**src/rtl/div_share_pkg.sv**
```systemverilog
// rtl/div_share_pkg.sv - shared types and helpers for the divider-sharing arbiter
// Contents:
//   DATA_W_DEF : default operand width (matches the 16-bit restoring divider)
//   state_t    : arbiter FSM states (IDLE, ISSUE, WAIT, RESP)
//   id_width() : width of a requester index for a given requester count
package div_share_pkg;

    localparam int DATA_W_DEF = 16;

    typedef enum logic [1:0] {
        IDLE  = 2'd0,
        ISSUE = 2'd1,
        WAIT  = 2'd2,
        RESP  = 2'd3
    } state_t;

    // Never returns less than one bit, so an index port always exists.
    function automatic int id_width(input int n);
        return (n > 1) ? $clog2(n) : 1;
    endfunction

endpackage

```
**src/rtl/div_share_arbiter_rr_grant.sv**
```systemverilog
// rtl/div_share_arbiter_rr_grant.sv - combinational round-robin picker
// Ports:
//   req        in  NUM_REQ  request vector
//   last_grant in  ID_W     index served most recently
//   grant_any  out 1        at least one request present
//   grant_idx  out ID_W     first set request searching upward from last_grant+1, wrapping
module rr_grant
    import div_share_pkg::*;
#(
    parameter int NUM_REQ = 4,
    parameter int ID_W    = id_width(NUM_REQ)
) (
    input  logic [NUM_REQ-1:0] req,
    input  logic [ID_W-1:0]    last_grant,
    output logic               grant_any,
    output logic [ID_W-1:0]    grant_idx
);

    logic [ID_W-1:0] cand;

    // Walk every position once, starting just after last_grant; the first
    // hit is latched so later candidates cannot override it.
    always_comb begin
        grant_any = 1'b0;
        grant_idx = '0;
        cand      = last_grant;
        for (int i = 0; i < NUM_REQ; i++) begin
            cand = (cand >= ID_W'(NUM_REQ - 1)) ? '0 : cand + ID_W'(1);
            if (!grant_any && req[cand]) begin
                grant_any = 1'b1;
                grant_idx = cand;
            end
        end
    end

endmodule

```
**src/rtl/div_share_arbiter.sv**
```systemverilog
// rtl/div_share_arbiter.sv - shares one external divider between NUM_REQ requesters
// Optional build macro: DIV_ZERO_BYPASS_EN (answer divide-by-zero locally, no divider call)
// Ports:
//   clk, rst (async, active low)
//   req_valid/req_ready, req_dividend/req_divisor : packed per-requester request channel
//   resp_valid/resp_ready, resp_id, resp_quotient, resp_reminder, resp_err : tagged response
//   div_valid_src, div_dividend, div_divisor : start and operands to the divider
//   div_valid_des, div_quotient, div_reminder : divider completion and results
module div_share_arbiter
    import div_share_pkg::*;
#(
    parameter int NUM_REQ = 4,
    parameter int DATA_W  = DATA_W_DEF,
    parameter int TIMEOUT = 40
) (
    input  logic                        clk,
    input  logic                        rst,
    input  logic [NUM_REQ-1:0]          req_valid,
    output logic [NUM_REQ-1:0]          req_ready,
    input  logic [NUM_REQ*DATA_W-1:0]   req_dividend,
    input  logic [NUM_REQ*DATA_W-1:0]   req_divisor,
    output logic                        resp_valid,
    input  logic                        resp_ready,
    output logic [id_width(NUM_REQ)-1:0] resp_id,
    output logic [DATA_W-1:0]           resp_quotient,
    output logic [DATA_W-1:0]           resp_reminder,
    output logic                        resp_err,
    output logic                        div_valid_src,
    output logic [DATA_W-1:0]           div_dividend,
    output logic [DATA_W-1:0]           div_divisor,
    input  logic                        div_valid_des,
    input  logic [DATA_W-1:0]           div_quotient,
    input  logic [DATA_W-1:0]           div_reminder
);

    localparam int ID_W  = id_width(NUM_REQ);
    localparam int CNT_W = $clog2(TIMEOUT + 1);

    state_t            state, state_nxt;
    logic              grant_any;
    logic [ID_W-1:0]   grant_idx;
    logic [ID_W-1:0]   last_grant;
    logic [ID_W-1:0]   id_q;
    logic [DATA_W-1:0] sel_dividend, sel_divisor;
    logic [DATA_W-1:0] op_dividend, op_divisor;
    logic [DATA_W-1:0] res_q, res_r;
    logic              err_q;
    logic [CNT_W-1:0]  wait_cnt;
    logic              timeout_hit;
    logic              zero_byp;

    rr_grant #(
        .NUM_REQ (NUM_REQ),
        .ID_W    (ID_W)
    ) u_rr_grant (
        .req        (req_valid),
        .last_grant (last_grant),
        .grant_any  (grant_any),
        .grant_idx  (grant_idx)
    );

    assign sel_dividend = req_dividend[int'(grant_idx) * DATA_W +: DATA_W];
    assign sel_divisor  = req_divisor[int'(grant_idx) * DATA_W +: DATA_W];

`ifdef DIV_ZERO_BYPASS_EN
    assign zero_byp = (sel_divisor == '0);
`else
    assign zero_byp = 1'b0;
`endif

    assign timeout_hit = (wait_cnt == CNT_W'(TIMEOUT - 1));

    always_ff @(posedge clk or negedge rst) begin
        if (!rst) begin
            state <= IDLE;
        end else begin
            state <= state_nxt;
        end
    end

    always_comb begin
        state_nxt     = state;
        req_ready     = '0;
        div_valid_src = 1'b0;
        resp_valid    = 1'b0;
        case (state)
            IDLE: begin
                if (grant_any) begin
                    // Gated by rst so the accept stays low while reset is held.
                    req_ready[grant_idx] = rst;
                    state_nxt            = zero_byp ? RESP : ISSUE;
                end
            end
            ISSUE: begin
                div_valid_src = 1'b1;
                state_nxt     = WAIT;
            end
            WAIT: begin
                if (div_valid_des || timeout_hit) begin
                    state_nxt = RESP;
                end
            end
            RESP: begin
                resp_valid = 1'b1;
                if (resp_ready) begin
                    state_nxt = IDLE;
                end
            end
            default: state_nxt = IDLE;
        endcase
    end

    always_ff @(posedge clk or negedge rst) begin
        if (!rst) begin
            last_grant  <= ID_W'(NUM_REQ - 1);
            id_q        <= '0;
            op_dividend <= '0;
            op_divisor  <= '0;
            res_q       <= '0;
            res_r       <= '0;
            err_q       <= 1'b0;
            wait_cnt    <= '0;
        end else begin
            case (state)
                IDLE: begin
                    if (grant_any) begin
                        op_dividend <= sel_dividend;
                        op_divisor  <= sel_divisor;
                        id_q        <= grant_idx;
                        if (zero_byp) begin
                            res_q <= '1;
                            res_r <= sel_dividend;
                            err_q <= 1'b1;
                        end
                    end
                end
                ISSUE: begin
                    wait_cnt <= '0;
                end
                WAIT: begin
                    wait_cnt <= wait_cnt + CNT_W'(1);
                    // A completion landing on the timeout cycle still counts as success.
                    if (div_valid_des) begin
                        res_q <= div_quotient;
                        res_r <= div_reminder;
                        err_q <= 1'b0;
                    end else if (timeout_hit) begin
                        res_q <= '0;
                        res_r <= '0;
                        err_q <= 1'b1;
                    end
                end
                RESP: begin
                    if (resp_ready) begin
                        last_grant <= id_q;
                    end
                end
                default: ;
            endcase
        end
    end

    assign div_dividend  = op_dividend;
    assign div_divisor   = op_divisor;
    assign resp_id       = id_q;
    assign resp_quotient = res_q;
    assign resp_reminder = res_r;
    assign resp_err      = err_q;

endmodule

```
**config.mk**
```make
export PLATFORM = sky130hd
export DESIGN_NAME = div_share_arbiter
export DESIGN_NICKNAME = d
export VERILOG_FILES = /design/src/rtl/div_share_pkg.sv /design/src/rtl/div_share_arbiter_rr_grant.sv /design/src/rtl/div_share_arbiter.sv
export SDC_FILE = /design/constraint.sdc
export NUM_CORES = 1
export LEC_CHECK = 0
export CORE_MARGIN = 2
export CORE_UTILIZATION = 30
export DETAILED_ROUTE_END_ITERATION = 6
export PLACE_DENSITY = 0.64
export REMOVE_ABC_BUFFERS = 1
export SYNTH_ARGS = -nofsm -noshare
export SYNTH_HDL_FRONTEND = slang
export SYNTH_HIERARCHICAL = 1
export SYNTH_SLANG_ARGS = --single-unit
```
**constraint.sdc**
```tcl
create_clock -name clk -period 4.95 [get_ports clk]
set_input_delay 0.99 -clock clk [delete_from_list [all_inputs] [get_ports clk]]
set_output_delay 0.99 -clock clk [all_outputs]
set_load 0.005 [all_outputs]
```
==> results of run 1 <==
routing by layer:
layer  global-route usage, %  vias to the layer above  wire length, um
met5                       0                        -                0
met3                    7.58                        9             1370
met4                    4.40                        0              136
li1                        -                     1849                -
met2                    30.0                      166             7130
met1                    21.2                     1882             5750
flip-flops by register name, indices dropped and copies added (netlist names):
register,flops
resp_quotient,16
resp_id,2
resp_reminder,16
div_dividend,16
div_divisor,16
state,2
resp_err,1
last_grant,2
wait_cnt,6
stage by stage:
stage | hold slack, ns | setup WS [ns]
3_3_place_gp | 0.494 | 1.12
6_report | 0.508 | 1.04
4_1_cts | 0.510 | 1.03
2_1_floorplan | 0.486 | -1.52
5_1_grt | 0.526 | 0.886
3_5_place_dp | 0.492 | 1.06
power groups by stage:
stage / logic (mW) / clock network (mW) / registers (mW)
after floorplan: 1.29 / 0 / 1.10
after global placement: 2.23 / 0 / 1.09
after detailed placement: 2.26 / 0 / 1.10
after CTS: 2.26 / 0.692 / 1.11
after global routing: 2.42 / 0.716 / 1.14
final: 2.22 / 0.663 / 1.10
layout make-up:
class | instances | area share [%]
Multi-Input combinational cell | 228 | 31.4
Clock buffer | 15 | 3.63
Tap cell | 188 | 3.19
Sequential cell | 77 | 26.1
Inverter | 40 | 2.03
Clock inverter | 1 | 0.407
Timing Repair Buffer | 247 | 33.2
cells in the mapped netlist (2+ instances only):
cell,number,share of area (%)
a211o_1,32,6.1
a21oi_1,4,0.44
and2_1,2,0.27
buf_12,3,1.3
buf_2,12,1.3
clkbuf_1,16,1.3
dfrtp_1,75,41
dfstp_2,2,1.1
ha_1,7,1.9
inv_1,40,3.3
mux2_2,15,3.7
mux2_4,20,6.6
mux2i_1,2,0.44
mux4_1,6,3.4
mux4_2,26,13
nand2_1,39,3.2
nand3_1,4,0.44
nor2_1,7,0.57
nor2b_1,3,0.41
nor3_1,5,0.55
o211ai_1,33,5.4
o21ai_0,5,0.55
or3_1,2,0.27
kinds of logic after synthesis:
family	count (synthesis)
buf+inv	72
compound gates	84
fa+ha+maj	7
mux	69
simple gates	67
flops	77
xor+xnor	1
cell usage in the layout (no fill, tap or decap), drive strengths merged, types with 3 or more instances in the layout:
cell type and instances:
a211o 32, a21oi 4, buf 8, clkbuf 15
clkdlybuf4s50 239, dfrtp 75, ha 7, inv 40
mux2 35, mux4 32, nand2 40, nand3 4
nor2 7, nor2b 3, nor3 5, o211ai 33
o21ai 6
path summary, 6_finish.rpt:
| path | to | slack (ns) |
|---|---|---|
| setup / recovery | req_ready[3] | 1.04 |
| setup reg to reg | div_divisor[3] | 1.92 |
| max in group asynchronous | resp_reminder[10] | 3.34 |
| min in group asynchronous | state[0] | 0.91 |
| hold reg to reg | div_divisor[2] | 0.51 |
| hold / removal | div_divisor[2] | 0.51 |
worst max-delay path, stage by stage:
cell	delay [ns]
clkdlybuf4s50_1	0.52
nand2b_1	0.14
a21oi_1	0.09
nor3_2	0.39
nand3_1	0.17
nor2_1	0.12
clkdlybuf4s50_1	0.51
==> flow_summary.rst, run 1 <==
.. list-table::
   :header-rows: 1

   * - Metric
     - Value
   * - CTS buffer count
     - 9
   * - Vias per std cell
     - 4.91
   * - Clock tree sinks
     - 77
   * - Layout Cells excl Fill
     - about 800
   * - Design Area, Final
     - 0.00738 mm^2
   * - Compound-cell area share of the yosys netlist
     - 14.7%
   * - Worst min path class
     - reg -> reg
   * - DR pass1 iterations
     - 4
   * - Port Buffer Count
     - 240
   * - Post-synthesis area per instance
     - 12.1 um^2
   * - Die area
     - 0.0162 mm^2
   * - Dominant register cell in the synthesized netlist
     - dfrtp_1
   * - # IOs
     - 241
   * - Cell Int Power
     - 2.70 mW
   * - Multiplexer share of the synthesized area
     - a little over a quarter
   * - Clock share of power
     - between 10% and 20%
   * - Fill cell instance count of the final layout
     - 1350
   * - Combinational family with the most area after synthesis
     - multiplexers
   * - Post-DP HPWL
     - ~11 mm
   * - Sequential group share of total power
     - 27.7%
   * - Worst clock skew
     - 0.00419 ns
   * - Hold-fix buffers at CTS
     - 0
   * - Area after DPL
     - 0.00708 mm^2
   * - TritonCTS clock tree
     - done
   * - Clock Latency Late Sink
     - about 0.33 ns
   * - Number of antenna violations at the first check in global routing
     - 0
   * - Final Total Pwr
     - roughly 4.0 mW
   * - Fin Setup TNS
     - 0 ns
   * - Residual DRC count
     - 0
   * - Number of flops mapped to enable cells by yosys
     - 0
   * - Startpoint class of the critical path
     - input port
   * - Number of rows in the core area
     - 45
   * - Pin count of the biggest net entering global routing
     - 78
   * - Worst-case reg-to-reg path depth
     - 7
   * - Syn-to-layout area delta
     - 61.3%
   * - Fraction of power spent switching nets
     - between 30 and 40%
   * - Number of vias in the routed layout
     - 3906
   * - Maximum buffer depth of the clock tree
     - 2
   * - Origin of the critical flop-to-flop path
     - last_grant[0]
   * - Synthesis warning total
     - 6
   * - Leakage power
     - 3.10 nW
   * - Result of the run
     - completed
   * - Clock edge transition at the registers on the reported setup and hold paths
     - 0.05 ns
   * - Clock Root Buffer
     - clkbuf_16
   * - Slew Limit Fails
     - 0
   * - Cells resized by post-CTS repair
     - 0
   * - Async S/R FF share, synth
     - 100%
   * - GRT Overall Usage
     - roughly 18%
   * - Remaining antenna violation count after routing
     - 0
   * - Parity-gate share of the synthesized area counting xor and xnor cells
     - 0.192%
   * - Hold Path Stages
     - 1
   * - F_max
     - 256 MHz
   * - Proportion of layout cells with a drive suffix above 1
     - 14.5%
   * - Cell area after synthesis
     - 0.00457 mm^2
   * - Source of the critical timing path
     - req_valid[1]
   * - Kind of capture point of the worst setup path
     - primary output
   * - RSZ-0062 raised after global routing
     - false
   * - Wire length per cell
     - 18.1 um
   * - Wire length of the first global-routing pass
     - between 20 and 25 mm
   * - Rel. slew slack
     - 11.0%
   * - Pwr Density
     - 540 mW/mm^2
   * - Worst Hold Launch
     - div_divisor[2]
   * - Data required time of the worst path
     - 3.96 ns
   * - Syn Inst Count
     - 377
   * - H-tree depth
     - 3
   * - Number of diodes added for antenna fixing
     - 0
   * - Post-placement cell count
     - 780
   * - Number of nets in the finished design
     - 778
   * - Final number of setup-violating endpoints
     - 0
   * - Seq/Total Area, Yosys
     - 42.2%
   * - Distinct cells, synth
     - 40
   * - Final Util
     - 49.1%
   * - Final Critical Period
     - between 3 and 4 ns
   * - Setup fix buffers added after clock tree synthesis
     - 0
   * - Reported max-cap violation count
     - 0
   * - Final weighted congestion in routability-driven placement
     - 0.783
   * - DRC violation total after the first TritonRoute iteration
     - about 150
   * - Adder-cell area share of the yosys netlist
     - 1.92%
   * - Total area of multi-input combinational cells
     - 0.00231 mm^2
   * - Post-synthesis register bit count
     - slightly below 80
   * - Combinational cell fraction of total power
     - between 50% and 60%
   * - Worst Path Arrival
     - about 3 ns
   * - VDD IR-drop max
     - between 0.0002 and 0.0003 V
   * - Transition time at the pin with the least slew margin
     - 1.33 ns
   * - Critical setup path kind
     - in -> out
   * - Area taken by flip-flops and latches
     - 0.00193 mm^2
   * - P_sw
     - 1.29 mW
   * - Initial Utilization
     - about 30%
   * - Final Hold Violating Endpoints
     - 0
   * - GR Overflow Total
     - 0
   * - Die outline height
     - 127 um
   * - Synth Area in Simple Gates
     - 6.54%
   * - Maximum fanout along the worst path
     - 6
   * - Die width
     - 127 um
   * - Number of global-route vias before repair
     - 4169
   * - Post-Route WL
     - 14.4 mm
   * - Period Utilization, post-route
     - 79.0%
   * - Area of the core region
     - approximately 0.015 mm^2
(Power assumes the default switching activity.)
==> inputs of run 2 (changes only) <==
- clock period: 4.95 -> 3.7 ns (I/O delays scaled with it)
==> flow_summary.rst, run 2 (synthesis results as in run 1) <==
.. list-table::
   :header-rows: 1

   * - Metric
     - Value
   * - Pin count of the biggest net entering global routing
     - 78 (unchanged)
   * - Worst min path class
     - reg -> reg (unchanged)
   * - Die width
     - 127 um (unchanged)
   * - Result of the run
     - completed (unchanged)
   * - CTS buffer count
     - 9 (unchanged)
   * - Kind of capture point of the worst setup path
     - primary output (unchanged)
   * - Pwr Density
     - 728 mW/mm^2 (was 540 mW/mm^2)
   * - Final weighted congestion in routability-driven placement
     - 0.778 (was 0.783)
   * - Number of vias in the routed layout
     - 3982 (was 3906)
   * - GR Overflow Total
     - 0 (unchanged)
   * - Area after DPL
     - 0.00710 mm^2 (was 0.00708 mm^2)
   * - Worst clock skew
     - 0.00424 ns (was 0.00419 ns)
   * - Hold Slack
     - 0.511 ns (was 0.508 ns)
   * - Design Area, Final
     - 0.00741 mm^2 (was 0.00738 mm^2)
   * - Number of antenna violations at the first check in global routing
     - 0 (unchanged)
   * - VDD IR-drop max
     - 0.000409 V (was 0.000289 V)
   * - Number of rows in the core area
     - 45 (unchanged)
   * - Final number of setup-violating endpoints
     - 0 (unchanged)
   * - Final Hold Violating Endpoints
     - 0 (unchanged)
   * - DRC violation total after the first TritonRoute iteration
     - 159 (was 153)
   * - Initial Utilization
     - 30.4% (unchanged)
   * - Post-DP HPWL
     - 10.8 mm (was 10.9 mm)
   * - Die outline height
     - 127 um (unchanged)
   * - Final Util
     - 49.3% (was 49.1%)
   * - Proportion of layout cells with a drive suffix above 1
     - 15.1% (was 14.5%)
   * - Worst Path Arrival
     - 2.63 ns (was 2.92 ns)
   * - Hold-fix buffers at CTS
     - 0 (unchanged)
   * - Number of global-route vias before repair
     - 4180 (was 4169)
   * - Remaining antenna violation count after routing
     - 0 (unchanged)
   * - Maximum fanout along the worst path
     - 4 (was 6)
   * - Data required time of the worst path
     - 2.96 ns (was 3.96 ns)
   * - Final Total Pwr
     - 5.39 mW (was 3.99 mW)
   * - Wire length of the first global-routing pass
     - 22.3 mm (was 22.4 mm)
   * - Number of diodes added for antenna fixing
     - 0 (unchanged)
   * - Layout Cells excl Fill
     - 797 (was 796)
   * - Cells resized by post-CTS repair
     - 0 (unchanged)
   * - DR pass1 iterations
     - 6 (was 4)
   * - # IOs
     - 241 (unchanged)
   * - Clock Latency Late Sink
     - 0.34 ns (was 0.33 ns)
   * - Area of the core region
     - 0.0150 mm^2 (unchanged)
   * - RSZ-0062 raised after global routing
     - false (unchanged)
   * - GRT Overall Usage
     - 17.7% (was 17.8%)
   * - TritonCTS clock tree
     - done (unchanged)
   * - Cell-by-cell listing of the critical path
     - clkdlybuf4s50_1, nand2b_1, a21oi_1, nor3_2, nand3_1, nor2_1, clkdlybuf4s50_1 (unchanged)
   * - Leakage power
     - 3.12 nW (was 3.10 nW)
   * - Vias per std cell
     - 5.00 (was 4.91)
   * - H-tree depth
     - 3 (unchanged)
   * - Die area
     - 0.0162 mm^2 (unchanged)
   * - Commonest cells after routing, fill and taps aside
     - 239 x clkdlybuf4s50_1, 75 x dfrtp_1, 40 x inv_1 (unchanged)
   * - Critical setup path kind
     - in -> out (unchanged)
   * - Rel. slew slack
     - 12.1% (was 11.0%)
   * - Residual DRC count
     - 0 (unchanged)
   * - Slew Limit Fails
     - 0 (unchanged)
   * - Number of nets in the finished design
     - 779 (was 778)
   * - Worst setup slack after placement
     - 0.328 ns (was 1.06 ns)
   * - Most common cell after layout, fill and taps aside
     - clkdlybuf4s50_1 (unchanged)
   * - Setup fix buffers added after clock tree synthesis
     - 0 (unchanged)
   * - Final Critical Period
     - 3.37 ns
   * - Wire length per cell
     - 17.9 um (was 18.1 um)
   * - Port Buffer Count
     - 240 (unchanged)
   * - Clock edge transition at the registers on the reported setup and hold paths
     - 0.06 ns (was 0.05 ns)
   * - Clock Root Buffer
     - clkbuf_16 (unchanged)
   * - Crit path largest cell delay
     - 0.51 ns (was 0.52 ns)
   * - Maximum buffer depth of the clock tree
     - 2 (unchanged)
   * - Final setup margin
     - 0.330 ns (was 1.04 ns)
   * - Reported max-cap violation count
     - 0 (unchanged)
   * - Fin Setup TNS
     - 0 ns (unchanged)
   * - Syn-to-layout area delta
     - 62.1% (was 61.3%)
   * - Post-Route WL
     - 14.2 mm (was 14.4 mm)
   * - Period Utilization, post-route
     - 91.1%
   * - F_max
     - 297 MHz
   * - Startpoint class of the critical path
     - input port (unchanged)
   * - Worst path slowest cell
     - clkdlybuf4s50_1 (unchanged)
   * - Clock tree sinks
     - 77 (unchanged)
   * - Post-placement cell count
     - 781 (was 780)
   * - Transition time at the pin with the least slew margin
     - 1.32 ns (was 1.33 ns)
   * - Cell occurring most often along the worst timing path
     - clkdlybuf4s50_1 (unchanged)
run 2: worst paths after layout:
kind | from | to | slack (ns) | cells past startpoint
worst max-delay path | req_valid[1] | req_ready[3] | 0.33 | 7
worst min-delay path | div_dividend[12] | div_dividend[12] | 0.51 | 1
worst max register to register | last_grant[0] | div_divisor[3] | 0.96 | 7
worst min register to register | div_dividend[12] | div_dividend[12] | 0.51 | 1
max in group asynchronous | rst | resp_reminder[1] | 2.37 | 2
min in group asynchronous | rst | state[1] | 0.69 | 2
run 2: per-layer routing:
metal  wire, um  vias up  global-route usage [%]
met4        227        0                    6.01
met3       1320       18                    6.37
met2       6930      183                    28.9
met1       5750     1936                    21.9
met5          0        -                       0
li1           -     1845                       -
run 2: report_power, final:
group | total (mW) | switching, mW | leakage, nW | internal [mW]
clock | 0.921 | 0.344 | 0.152 | 0.577
sequential | 1.47 | 0.234 | 0.873 | 1.23
combinational | 3.01 | 1.17 | 2.09 | 1.84
run 2: layout make-up:
type / instances / area [um^2]
sequential: 77 / 1930
timing repair buffer: 248 / 2470
tap: 188 / 235
inverter: 40 / 150
fill: 1331 / 7620
clock buffer: 13 / 270
clock inverter: 3 / 42.5
multi-input combinational: 228 / 2310
run 2: worst max-delay path: cells and delay by family:
family / cells / cell delay [ns]
AOI/OAI and AO/OA: 1 / 0.08
buffers and inverters: 2 / 1.02
and+or+nand+nor: 4 / 0.79
==> inputs of run 3 (changes only) <==
- SKIP_LAST_GASP: default -> 1
==> results of run 3 <==
Final layout, timing and power as in run 2 (identical DEF).
